File: config.mk
export PLATFORM = sky130hd
export DESIGN_NAME = fma_issue_queue
export DESIGN_NICKNAME = d
export VERILOG_FILES = /design/src/rtl/fma_issue_queue.sv
export SDC_FILE = /design/constraint.sdc
export NUM_CORES = 1
export LEC_CHECK = 0
export BUFFER_PORTS_ARGS = -buffer_cell sky130_fd_sc_hd__buf_2
export CORE_MARGIN = 4
export CORE_UTILIZATION = 38
export DETAILED_ROUTE_END_ITERATION = 6
export SLEW_MARGIN = 5
export SYNTH_ARGS = -nofsm -noshare
export SYNTH_HDL_FRONTEND = slang
export SYNTH_SLANG_ARGS = --single-unit
export TNS_END_PERCENT = 30
File: constraint.sdc
create_clock -name clk -period 10.73 [get_ports clk]
set_clock_uncertainty 0.15 [all_clocks]
set_input_delay 1.6095 -clock clk [delete_from_list [all_inputs] [get_ports clk]]
set_output_delay 1.6095 -clock clk [all_outputs]
set_load 0.03 [all_outputs]
File: src/rtl/fma_issue_queue.sv
// rtl/fma_issue_queue.sv - in-order FMA operand issue queue with push-time special-case classification
module fma_issue_queue #(
    parameter int DEPTH = 4,
    parameter int TAG_W = 4
) (
    input  logic                       clk,
    input  logic                       rst,
    input  logic                       in_valid,
    output logic                       in_ready,
    input  logic [31:0]                in_a,
    input  logic [31:0]                in_b,
    input  logic [31:0]                in_c,
    output logic                       out_valid,
    input  logic                       out_ready,
    output logic [31:0]                out_a,
    output logic [31:0]                out_b,
    output logic [31:0]                out_c,
    output logic [TAG_W-1:0]           out_tag,
    output logic                       out_special,
    output logic [31:0]                out_special_result,
    output logic [$clog2(DEPTH):0]     count
);

    localparam int PW = $clog2(DEPTH);
    localparam int CW = PW + 1;
    localparam logic [31:0] QNAN = 32'h7FC0_0000;

    typedef struct packed {
        logic [31:0]      a;
        logic [31:0]      b;
        logic [31:0]      c;
        logic [TAG_W-1:0] tag;
        logic             special;
        logic [31:0]      result;
    } entry_t;

    entry_t            mem [DEPTH];
    entry_t            head;
    logic [PW-1:0]     wr_ptr;
    logic [PW-1:0]     rd_ptr;
    logic [CW-1:0]     count_r;
    logic [TAG_W-1:0]  tag_ctr;
    logic              push;
    logic              pop;

    logic              a_nan, b_nan, c_nan;
    logic              a_inf, b_inf, c_inf;
    logic              a_zero, b_zero;
    logic              prod_sign;
    logic              cls_special;
    logic [31:0]       cls_result;

    assign in_ready  = (count_r < CW'(DEPTH));
    assign out_valid = (count_r != '0);
    assign count     = count_r;
    assign push      = in_valid && in_ready;
    assign pop       = out_valid && out_ready;

    assign a_nan     = (in_a[30:23] == 8'hFF) && (in_a[22:0] != '0);
    assign b_nan     = (in_b[30:23] == 8'hFF) && (in_b[22:0] != '0);
    assign c_nan     = (in_c[30:23] == 8'hFF) && (in_c[22:0] != '0);
    assign a_inf     = (in_a[30:23] == 8'hFF) && (in_a[22:0] == '0);
    assign b_inf     = (in_b[30:23] == 8'hFF) && (in_b[22:0] == '0);
    assign c_inf     = (in_c[30:23] == 8'hFF) && (in_c[22:0] == '0);
    assign a_zero    = (in_a[30:0] == '0);
    assign b_zero    = (in_b[30:0] == '0);
    assign prod_sign = in_a[31] ^ in_b[31];

    // Rules are ordered by priority: NaN inputs, Inf*0, Inf-Inf, signed Inf product, Inf addend.
    always_comb begin
        cls_special = 1'b0;
        cls_result  = '0;
        if (a_nan || b_nan || c_nan) begin
            cls_special = 1'b1;
            cls_result  = QNAN;
        end else if ((a_inf && b_zero) || (b_inf && a_zero)) begin
            cls_special = 1'b1;
            cls_result  = QNAN;
        end else if ((a_inf || b_inf) && c_inf && (in_c[31] != prod_sign)) begin
            cls_special = 1'b1;
            cls_result  = QNAN;
        end else if (a_inf || b_inf) begin
            cls_special = 1'b1;
            cls_result  = {prod_sign, 8'hFF, 23'h0};
        end else if (c_inf) begin
            cls_special = 1'b1;
            cls_result  = in_c;
        end
    end

    always_ff @(posedge clk or negedge rst) begin
        if (!rst) begin
            wr_ptr  <= '0;
            rd_ptr  <= '0;
            count_r <= '0;
            tag_ctr <= '0;
        end else begin
            if (push) begin
                wr_ptr  <= wr_ptr + PW'(1);
                tag_ctr <= tag_ctr + TAG_W'(1);
            end
            if (pop) begin
                rd_ptr <= rd_ptr + PW'(1);
            end
            if (push && !pop) begin
                count_r <= count_r + CW'(1);
            end else if (pop && !push) begin
                count_r <= count_r - CW'(1);
            end
        end
    end

    // Entry storage carries no reset; out_valid gating hides stale contents.
    always_ff @(posedge clk) begin
        if (push) begin
            mem[wr_ptr] <= '{a: in_a, b: in_b, c: in_c, tag: tag_ctr,
                             special: cls_special, result: cls_result};
        end
    end

    assign head               = mem[rd_ptr];
    assign out_a              = out_valid ? head.a       : '0;
    assign out_b              = out_valid ? head.b       : '0;
    assign out_c              = out_valid ? head.c       : '0;
    assign out_tag            = out_valid ? head.tag     : '0;
    assign out_special        = out_valid ? head.special : 1'b0;
    assign out_special_result = out_valid ? head.result  : '0;

endmodule

* After elaboration in Yosys (flattened, before gate mapping) *
Memory sizes are Yosys's and may differ from the RTL's.
Index checks and enable logic that the tools add are counted.

word-level totals
  word-level logic and storage cells = 66
  memories = 1
  input bits = 100
  register bits = 11
  bits in writable memories = 532
  output and inout bits = 138

operators by class
  reductions and logical operators = 30
  bitwise logic cells = 1
  equal/unequal tests = 4
  magnitude comparators = 1
  mux-type cells = 20
  add/sub/neg operators = 5

memories
  name  words  bits a word  rd ports  clocked after memory_dff  write ports  RTL line  source
  mem   4      133          1         0                         1            37        entry_t mem [DEPTH];

operators with widths
  operator               number
  $mux W32               9
  $logic_not A23 Y1      3
  $reduce_bool A23 Y1    3
  $logic_not A31 Y1      2
  $eq A8 B8 Y1 const B   3
  $logic_and A1 B1 Y1    14
  $mux W1                8
  $mux W3                2
  $add A2 B1 Y2 const B  2
  $add A4 B1 Y4 const B  1
  $logic_or A1 B1 Y1     4
  $mux W4                1
  $add A3 B1 Y3 const B  1
  $lt A3 B3 Y1 const B   1
  $reduce_bool A3 Y1     1
  $sub A3 B1 Y3 const B  1
  $logic_not A1 Y1       2
  $reduce_bool A2 Y1     1
  $ne A1 B1 Y1           1
  $xor A1 B1 Y1          1

* Logic depth before layout (Yosys ltp) *
Gate-level depths: netlist of run 1.

  depth after elaboration = 8
  depth in mapped cells = 10
  mapped depth without buffers = 8

* Worst setup path after synthesis of run 1 *
No wires, ideal clock.

  path type = input to register
  from = input port in_valid
  to = memory mem[0][0] in the netlist's numbering (enable)
  buffers on the path = 1
  data required time = 10.072 ns
  arrival = 5.204 ns
  path slack = 4.868 ns
  stages on the path = 3
  setup time = 0.508 ns
  path through = nor2b_1 > clkbuf_1 > and2_1

between the ends
  cells in the longest elaborated chain, start to end = 3

RTL lines
  element                        RTL line  source
  start: declaration             8         input logic in_valid,
  $logic_and A1 B1 Y1            56        assign push = in_valid && in_ready;
  named net push                 43        logic push;
  $mux W1                        115       if (push) begin
  $mux W1 (implied by the code)  116       mem[wr_ptr] <= '{a: in_a, b: in_b, c: in_c, tag: tag_ctr,
  end: declaration               37

The timed path passes the listed nets, and every way through them passes these cells.

* Worst setup path after layout of run 1 *
  from = register rd_ptr[0]
  to = output port out_special_result[31]

between the ends
  cells in the longest elaborated chain, start to end = 2

RTL lines
  element                   RTL line  source
  start: declaration        40        logic [PW-1:0] rd_ptr;
  start signal: assignment  103       rd_ptr <= rd_ptr + PW'(1);
  $mem_v2 Z4 W133           --
  $mux W32                  127       assign out_special_result = out_valid ? head.result : '0;
  end: declaration          20        output logic [31:0] out_special_result,

Every way passes these cells.

==> results of run 1 <==
==> state kept, by name, summed over array words and instances (netlist names) <==
| register | cells |
|---|---|
| rd_ptr | 2 |
| mem | 532 |
| count | 3 |
| tag_ctr | 4 |
| wr_ptr | 2 |
==> worst max-delay path: stages (launching register included) <==
cell     delay, ps
dfrtp_4        720
buf_4          880
buf_4          570
mux4_2         620
and2_1         180
buf_2          180
==> area by class of cell <==
type | count | area, um^2 | area share
Tap cell | 748 | 936 | 0.0371
Antenna cell | 2 | 5.00 | 0.000198
Clock inverter | 36 | 265 | 0.0105
Inverter | 4 | 15.0 | 0.000595
Sequential cell | 543 | 16300 | 0.644
Clock buffer | 73 | 1570 | 0.0622
Timing Repair Buffer | 251 | 1290 | 0.0512
Multi-Input combinational cell | 450 | 4900 | 0.194
==> layer usage <==
layer,GRT usage,routed length (um),share of wire
met2,0.257,22400,0.48
met3,0.0413,3210,0.068
met4,0.0332,735,0.016
met1,0.221,20600,0.44
met5,0,47,0.0010
==> metrics by stage <==
stage          cell area [um^2]  setup WS, ps
6_report                  25200          5190
5_1_grt                   25200          4760
4_1_cts                   25200          4960
3_5_place_dp              23400          5560
3_3_place_gp              23400          5610
2_1_floorplan             21400          4870
==> placed cells by master (no fill, tap or decap), drive strengths merged, types with 6 or more instances in the layout <==
cell    count
and2      137
buf       251
clkbuf     73
clkinv     26
conb       88
dfrtp      11
edfxtp    532
ha          6
inv         7
mux4      133
nand2       9
nand3      12
nand4      10
nor2        7
nor4       19
xnor2       9
==> kinds of logic (layout without fill, tap and decap cells) <==
family,after synthesis,after routing,share of synthesized area
other cells,1,90,0.000178
flops,543,543,0.770
mux,136,136,0.144
compound gates,8,8,0.00326
xor+xnor,11,11,0.00457
fa+ha+maj,7,7,0.00451
simple gates,200,200,0.0600
buf+inv,53,364,0.0137
==> power by group <==
part | switching, mW | internal, mW | leakage (nW)
combinational | 1.73 | 0.988 | 2.81
sequential | 0.120 | 2.67 | 4.98
clock | 0.795 | 1.10 | 0.891
==> worst paths after layout <==
check / start / to / depth (start not counted)
setup / recovery: rd_ptr[0] / out_special_result[31] / 5
hold / removal: count[0] / count[0] / 1
setup reg to reg: count[2] / mem[2][118] / 4
hold reg to reg: count[0] / count[0] / 1
max in group asynchronous: rst / rd_ptr[1] / 1
min in group asynchronous: rst / count[2] / 1
==> results.txt, run 1 <==
* Final Hold Fails: 0
- The run finished with clean final reports.
* Number of routed nets with antenna violations: 0
- EDFF count, synth: 532
* Full die area: 0.0594 mm^2
- Die boundary height: 244 um
- Largest net degree at the start of global routing: 88
- Of the available clock period, the critical path in the final layout requires 0.516.
- Synthesis produced 959 cells.
- Wire length per cell after detailed routing: 22.3 um
* Clock Path Buffers: 3
- Required time of the critical path: 8970 ps
- At the end of routability-driven placement, the weighted congestion stood at 0.684.
- In this run the number of H-tree levels came out at 2.
- The root buffer cell chosen for the clock tree is clkbuf_16.
- Clock tree synthesis found a total of 543 sinks.
- IR Drop Worst-Case VDD: 0.223 mV
- Summed over all layers, the global routing overflow is 0.
- RSZ-0062 raised after global routing: false
* Final slew viol count: 0
- Vias: 10300
* Startpoint type of the worst setup path: flip-flop
* Setup Viol. Count Final: 0
- Leading cell type by number of instances after synthesis: edfxtp_1
- Relative to the synthesized area, the layout overhead comes to 19.6%.
- Mapped Avg Cell Area: 22.0 um^2
- Total of fill cells in the finished design: 4682
- Inst Count DP: 1996
- Largest cells by area after synthesis: edfxtp_1, mux4_2, and2_1
* Peak fanout along the critical path: 50
- Sequential-to-total area share from yosys stat: 0.770
- Setup total negative slack: 0 ps
- The share of synthesized area in the top cell type comes to 0.757.
- The die is 244 um wide.
* DP Wirelength: 28.5 mm
* Worst hold slack after final layout: 401 ps
- For this block, the initial DRC count from the detailed router was 623.
- TritonCTS created 58 clock buffers.
- After detailed routing, the total wire length is 47.0 mm.
* Nature of the critical path endpoint: output port
* Dominant cell type by area after synthesis: edfxtp_1
- Power per standard cell area: 293 mW/mm^2
- Number of buffers added to fix hold violations after cts: 0
- Counting flops with an async set or reset pin after synthesis yields a share of 0.0203.
- In this run the tool buffered the top-level ports with 237 buffer cells.
- Maximum capacitance violations: 0
- Total power: 7.40 mW
* Overall fraction of global-route tracks in use: 0.159
- During I/O placement, the number of pins put on the boundary was 238.
* Worst slew slack as a fraction of its limit: 0.276
* Via count of the first global-routing pass: 11100
* Top_reg_cell synth: edfxtp_1
- Number of placement rows: 86
- After clock tree synthesis, the clock-pin slew on the worst setup and hold paths is 60 ps.
* TritonCTS clock tree: yes
* Total DRC errors in the routed layout: 0
* Number of resized instances in the post-cts repair step: 0
- The later pin in the worst-skew pair is clocked with a latency of 590 ps.
* Area of the core: 0.0550 mm^2
- Achievable frequency: 0.180 GHz
* Worst Max-Slew Pin Slew: 1090 ps
- Initial core utilization: 0.384
* Commonest cells in the synthesized netlist: edfxtp_1, and2_1, mux4_2, clkbuf_1, buf_2
* YS warnings: 0
* Routed vias/inst: 4.90
- Post-layout minimum cycle time: 5540 ps
* Initial antenna violation count: 8
- Across all register-to-register paths, the minimum setup slack is 6920 ps.
- In this run the cell area of the synthesized design comes to 0.0211 mm^2.
* Count of state elements after synthesis: 543
- By startpoint and endpoint, the worst setup path is classified as flip-flop to output port.
- Once the clock tree was built, the setup fixing pass inserted 0 buffers.
- Path class of the lowest-slack min-delay path: flip-flop to flip-flop
- Data arrives at the worst endpoint at 3780 ps.
* Number of iterations in the first detailed-routing pass: 4
- Distinct cells, synth: 34
* Leakage power of the design: 8.69 nW
- The first global-routing pass estimated 71.5 mm of wire.
- Utilization after layout: 0.459
* Finished Layout Cells: 2107
- Total number of nets in the final design: 1415
- In the final layout, the share of cells above drive strength 1 is 0.364.
(Power assumes the default switching activity.)
==> run 2, diff against run 1 <==
Clock period 10.73 ns to 4.95 ns, I/O delays scaled along.
==> results.txt, run 2 (synthesis gave the netlist of run 1 again) <==
* Run status: completed
- Worst reg2reg path depth: 8
- Final global-route overflow total: 0
- The routed design could run at a clock period as short as 3630 ps.
- Total number of nets in the final design: 1422
- After legalization and detailed placement, the total HPWL measured 26.9 mm.
* Detailed route wirelength on metal3: 2.69 mm
- The clock tree synthesis step divided the H-tree into 2 levels.
- Total power: 16.2 mW
- Clock Path Buffers: 3
* Nature of the critical path endpoint: output port
* Initial antenna violation count: 3
- For this design the ratio of total power to cell area is 635 mW/mm^2.
- Summing over every cut layer, the via total after detailed routing is 10300.
- Path class of the lowest-slack min-delay path: input port to flip-flop
- Internal: 10.5 mW
- The clock drives 543 sinks.
* Achievable frequency: 0.276 GHz
* Overall fraction of global-route tracks in use: 0.153
- The via count of the first global-routing pass was 11200.
- Weighted congestion at the end of routability-driven global placement: 0.727
* Capture point of the worst reg-to-reg path: count[2]
* Highest metal layer with signal wires: met5
* Final Hold Fails: 0
* Number of buffers added to fix hold violations after cts: 1
- Met2 Wirelength: 22.2 mm
- Setup ws final: 1320 ps
- In this run the vertical extent of the chip is 244 um.
- Post-CTS Setup Repair Bufs: 0
- The register with the most flip-flops in the final layout is mem.
* Routed vias/inst: 4.90
- Insertion delay of the later-clocked pin in the worst-skew pair: 580 ps
- For this configuration, the core starts out at a cell density of 0.384.
- The register with the most flip-flops in the layout has 532 of them.
- After detailed routing, the number of remaining DRC violations is 0.
- Internal reg-to-reg setup slack: 2260 ps
- Post-route clock period utilization: 0.733
- The signal on the critical path passes through buf_12, mux4_2, and2_1, buf_2.
- Dividing the detail-routed wire length by the instance count gives 21.5 um.
- For this design the top-level I/O count stands at 238.
* Worst slew slack as a fraction of its limit: 0.371
* First DRT Iteration DRCs: 620
- The worst setup path is launched from a flip-flop.
- Of the total power, the clock network draws 0.260.
- Required time of the critical path: 4060 ps
- Buffers placed on the I/O ports in this run total 237.
- Final hold analysis gives a worst-case slack of 226 ps.
- In this run the static leakage power is 8.79 nW.
* Peak fanout along the critical path: 44
- Clock edge transition at the registers on the reported setup and hold paths: 60 ps
- The worst setup path is of the flip-flop to output port kind.
* Net switching fraction of the power: 0.351
- The startpoint identified for the worst hold timing path is in_c[0].
- Leaving out fill and tap cells, the most frequent cell in the layout is edfxtp_1.
- For the pin with the worst max-slew slack, the measured transition is 943 ps.
* First-pass GRT wire length: 69.2 mm
- Slowest CP cell: dfrtp_4
* Root Buffer Master: clkbuf_16
* Worst Hold End: mem[2][37]
* IR Drop Worst-Case VDD: 0.664 mV
- On the worst path, the slowest cell contributes a delay of 740 ps.
* TritonCTS Buffers: 57
- Timing analysis after detailed placement gives a worst setup slack of 1560 ps.
- Area added between synthesis and finish: 20.8%
* Net switching power: 5.68 mW
- Max-cap violations in this run came to 0.
* Largest net degree at the start of global routing: 83
- Width of the die: 244 um
* Signal arrival time at the worst endpoint: 2730 ps
- TritonCTS built the clock tree.
- Number of routed nets with antenna violations: 0
* Area of the core: 0.0550 mm^2
- Number of resized instances in the post-cts repair step: 0
- The startpoint identified for the worst register-to-register timing path is count[0].
- The detailed router put a total of 19.7 mm of wire on met1.
- After floorplanning, the core was divided into 86 placement rows.
- Highest-count cells in the layout ignoring fill and taps: edfxtp_1, buf_2, mux4_2, and2_1, conb_1
- Utilization after layout: 0.463
* Layout cells sized above 1: 0.365
- Number of iterations in the first detailed-routing pass: 4
- Sequential fraction of design power: 0.374
- Setup repair after global routing left no endpoint under its margin.
* Finished Layout Cells: 2112
- Cell count of the worst hold path: 1
- Final slew viol count: 0
- Combinational fraction of design power: 0.366
* Setup Viol. Count Final: 0
* Total wirelength of the detailed-routed design: 45.4 mm
* Inst Count DP: 2003
* Full die area: 0.0594 mm^2
[run 2: cell types whose count changed in the layout (fill, tap and decap cells not counted), sizes merged]
cell / delta
bufinv: +3
buf: +7
dlygate4sd3: +1
clkbuf: -1
diode: -1
clkinvlp: -4
[run 2: final cells by class]
type	count	area, um^2
Sequential cell	543	16300
Multi-Input combinational cell	450	4900
Fill cell	4729	29500
Tap cell	748	936
Timing Repair Buffer	259	1520
Clock inverter	35	324
Clock buffer	72	1530
Inverter	4	15.0
Antenna cell	1	2.50
[run 2: power groups by stage]
stage	Sequential, mW	Clock, mW	Combinational, mW
finish	6.05	4.20	5.92
global route	6.12	4.51	6.36
CTS	6.07	4.33	6.09
detailed placement	6.17	0	6.07
global placement	6.13	0	6.07
floorplan	6.06	0	4.31
[run 2: how the worst max path moves through the flow]
stage                          from    endpoint  slack (ps)  depth (start not counted)
after CTS                  count[0]    out_a[6]        1180                          4
after global routing      rd_ptr[0]    out_c[2]        1110                          4
after floorplan            in_valid   mem[2][0]         -40                          3
final                     rd_ptr[0]    out_c[2]        1320                          4
after detailed placement   in_c[16]  mem[1][24]        1560                          8
after global placement     in_c[16]  mem[2][24]        1580                          8
[run 2: critical path: cells and delay by family (launching register included)]
family | cells | cell delay [ps]
flip-flops | 1 | 740
buffers and inverters | 2 | 600
multiplexers | 1 | 570
AND/OR/NAND/NOR | 1 | 180
[run 2: layer usage]
layer / vias to the layer above / GRT usage
li1: 4560 / -
met1: 5443 / 0.205
met2: 272 / 0.255
met5: - / 0
met3: 62 / 0.0373
met4: 6 / 0.0353
[run 2: stage by stage]
step / instance area [um^2] / TNS, ps
6_report: 25500 / 0
3_5_place_dp: 23600 / 0
4_1_cts: 25500 / 0
2_1_floorplan: 21400 / -11770
5_1_grt: 25500 / 0
3_3_place_gp: 23600 / 0
==> run 3, diff against run 2 <==
Clock period 4.95 ns to 3.1 ns, I/O delays scaled along.
==> results.txt, run 3 (synthesis gave the netlist of run 1 again) <==
- The run finished with clean final reports.
- During placement, the flow inserted port buffers numbering 237.
- Vias: 10900
- Across the run, the number of max-cap violations was 0.
- Final Hold Fails: 0
* Wire length per cell after detailed routing: 21.4 um
- The first routing iteration left 637 violations.
- The worst pin sits at a relative slew slack of 0.556.
- The first detailed-routing pass took 4 iterations.
* Required time of the critical path: 2480 ps
- Buffers & Inverters on Critical Path: 4
- Summed over all nets, the half-perimeter wirelength after detailed placement is 28.8 mm.
* Htree depth: 2
- Among all stages on the critical path, the largest delay is contributed by dfrtp_4.
* Most common library cell in the layout ignoring fill and taps: edfxtp_1
- The final number of max-transition violations is 0.
* Area added between synthesis and finish: 28.1%
- Setup violations remaining at the end of the flow were counted as 0.
- After clock tree synthesis, the clock-pin slew on the worst setup and hold paths is 60 ps.
- Insertion delay of the later-clocked pin in the worst-skew pair: 580 ps
* Peak fanout along the critical path: 13
- First-pass GRT wire length: 72.0 mm
* Root Buffer Master: clkbuf_16
- Post-route clock period utilization: 0.979
- The worst setup path is captured at an output port.
* Overall fraction of global-route tracks in use: 0.158
* Number of sinks driven by the clock tree: 543
- Total number of nets in the final design: 1561
- Largest net degree at the start of global routing: 74
* Via count of the first global-routing pass: 11700
- Worst Max-Slew Pin Slew: 660 ps
- In this run the static leakage power is 9.48 nW.
- Crit path cell chain: buf_12, buf_4, clkbuf_16, mux4_2, and2_1, buf_2
- Largest stage delay on the critical path: 520 ps
* Setup ws final: 65.6 ps
- Worst slack at placement: 177 ps
- The register with the most flip-flops in the layout has 532 of them.
- Setup repair after global routing could not meet its margin everywhere.
- Across the VDD grid, the largest voltage drop is 0.625 mV.
- Highest-count cells in the layout ignoring fill and taps: edfxtp_1, buf_2, mux4_2
* Largest delay share family, worst path: buffers and inverters
- Top register by number of flip-flops: mem
- 238 I/O pins were placed.
- Initial core utilization: 0.384
* Achievable frequency: 0.330 GHz
- TritonCTS Buffers: 56
- Total wirelength of the detailed-routed design: 48.1 mm
- Number of placement rows: 86
- Weighted congestion at the end of routability-driven global placement: 0.705
- TritonCTS built the clock tree.
* Power per standard cell area: 986 mW/mm^2
- Routed vias/inst: 4.87
- Data on the critical path arrives at its endpoint at 2420 ps.
* Clock Path Buffers: 3
- Final global-route overflow total: 0
* Layout cells sized above 1: 0.364
- Path class of the lowest-slack min-delay path: input port to flip-flop
- Number of routed nets with antenna violations: 0
- The worst setup path is launched from a flip-flop.
- In this run the horizontal extent of the chip is 244 um.
- Initial antenna violation count: 2
- Post-layout minimum cycle time: 3030 ps
- Utilization after layout: 0.492
* Total DRC errors in the routed layout: 0
- The setup path with the least slack is of type flip-flop to output port.
- Area of the core: 0.0550 mm^2
- Full die area: 0.0594 mm^2
- Worst hold slack after final layout: 31.8 ps
- Total of fill cells in the finished design: 4550
* Die boundary height: 244 um
-- run 3: changes by cell type in the layout (fill, tap and decap cells not counted), moves of 5 or more --
| cell | change |
|---|---|
| and2_4 | +5 |
| buf_2 | -20 |
| buf_4 | +29 |
| dlygate4sd3_1 | +95 |
| and2_1 | -5 |
| buf_12 | +6 |
| buf_6 | +22 |
-- run 3: path summary, 6_finish.rpt --
check	from	endpoint	slack, ps	cells after the start
max in group asynchronous	rst	rd_ptr[1]	2430	2
min in group asynchronous	rst	count[1]	130	2
min reg2reg	tag_ctr[3]	tag_ctr[3]	390	1
max reg2reg	count[0]	count[2]	450	8
max	rd_ptr[0]	out_special_result[31]	70	6
min	in_b[25]	mem[0][94]	30	1
-- run 3: through the flow --
step / power [mW] / area, um^2 / std cells / setup TNS [ps]
4_1_cts: 26.7 / 26800 / 2225 / -2100
5_1_grt: 28.0 / 27000 / 2247 / -110
6_report: 26.7 / 27000 / 2247 / 0
3_5_place_dp: 19.7 / 23900 / 2027 / 0
2_1_floorplan: 16.5 / 21400 / 1046 / -111100
3_3_place_gp: 19.7 / 23900 / 2027 / 0
-- run 3: area by class of cell --
type | instances | area, um^2 | area share
Sequential cell | 543 | 16300 | 0.601
Multi-Input combinational cell | 451 | 4920 | 0.182
Timing Repair Buffer | 398 | 3140 | 0.116
Clock buffer | 69 | 1500 | 0.0555
Tap cell | 748 | 936 | 0.0346
Clock inverter | 33 | 265 | 0.00981
Inverter | 4 | 15.0 | 0.000555
Antenna cell | 1 | 2.50 | 0.0000926
-- run 3: metal layers --
metal  track usage  vias up  routed length, um
met5             0        -                  8
met1         0.219     5726              20700
li1              -     4847                  -
met2         0.257      300              23500
met4        0.0386        2                977
met3        0.0382       70               2940
-- run 3: report_power, final --
group | leakage [nW] | internal, mW | switching, mW
Clock | 0.859 | 3.75 | 2.68
Combinational | 3.64 | 4.38 | 6.31
Sequential | 4.98 | 9.22 | 0.327
-- run 3: worst register-to-register path, delay by kind of cell (launching register included) --
family | cells | cell delay (ps)
buffers and inverters | 1 | 60
adder cells (fa/ha/maj) | 2 | 580
XOR/XNOR | 2 | 290
AND/OR/NAND/NOR | 3 | 1020
flip-flops | 1 | 480
-- run 3: what timing repair did --
action                                  in CTS  in global routing
hold buffers                                96                  0
pin swaps                                    0                  1
endpoints found under the setup margin      92                112
gates cloned                                 0                  4
hold endpoints to repair                   391                  0
resized for setup                           46                  6
buffers inserted                             0                 17
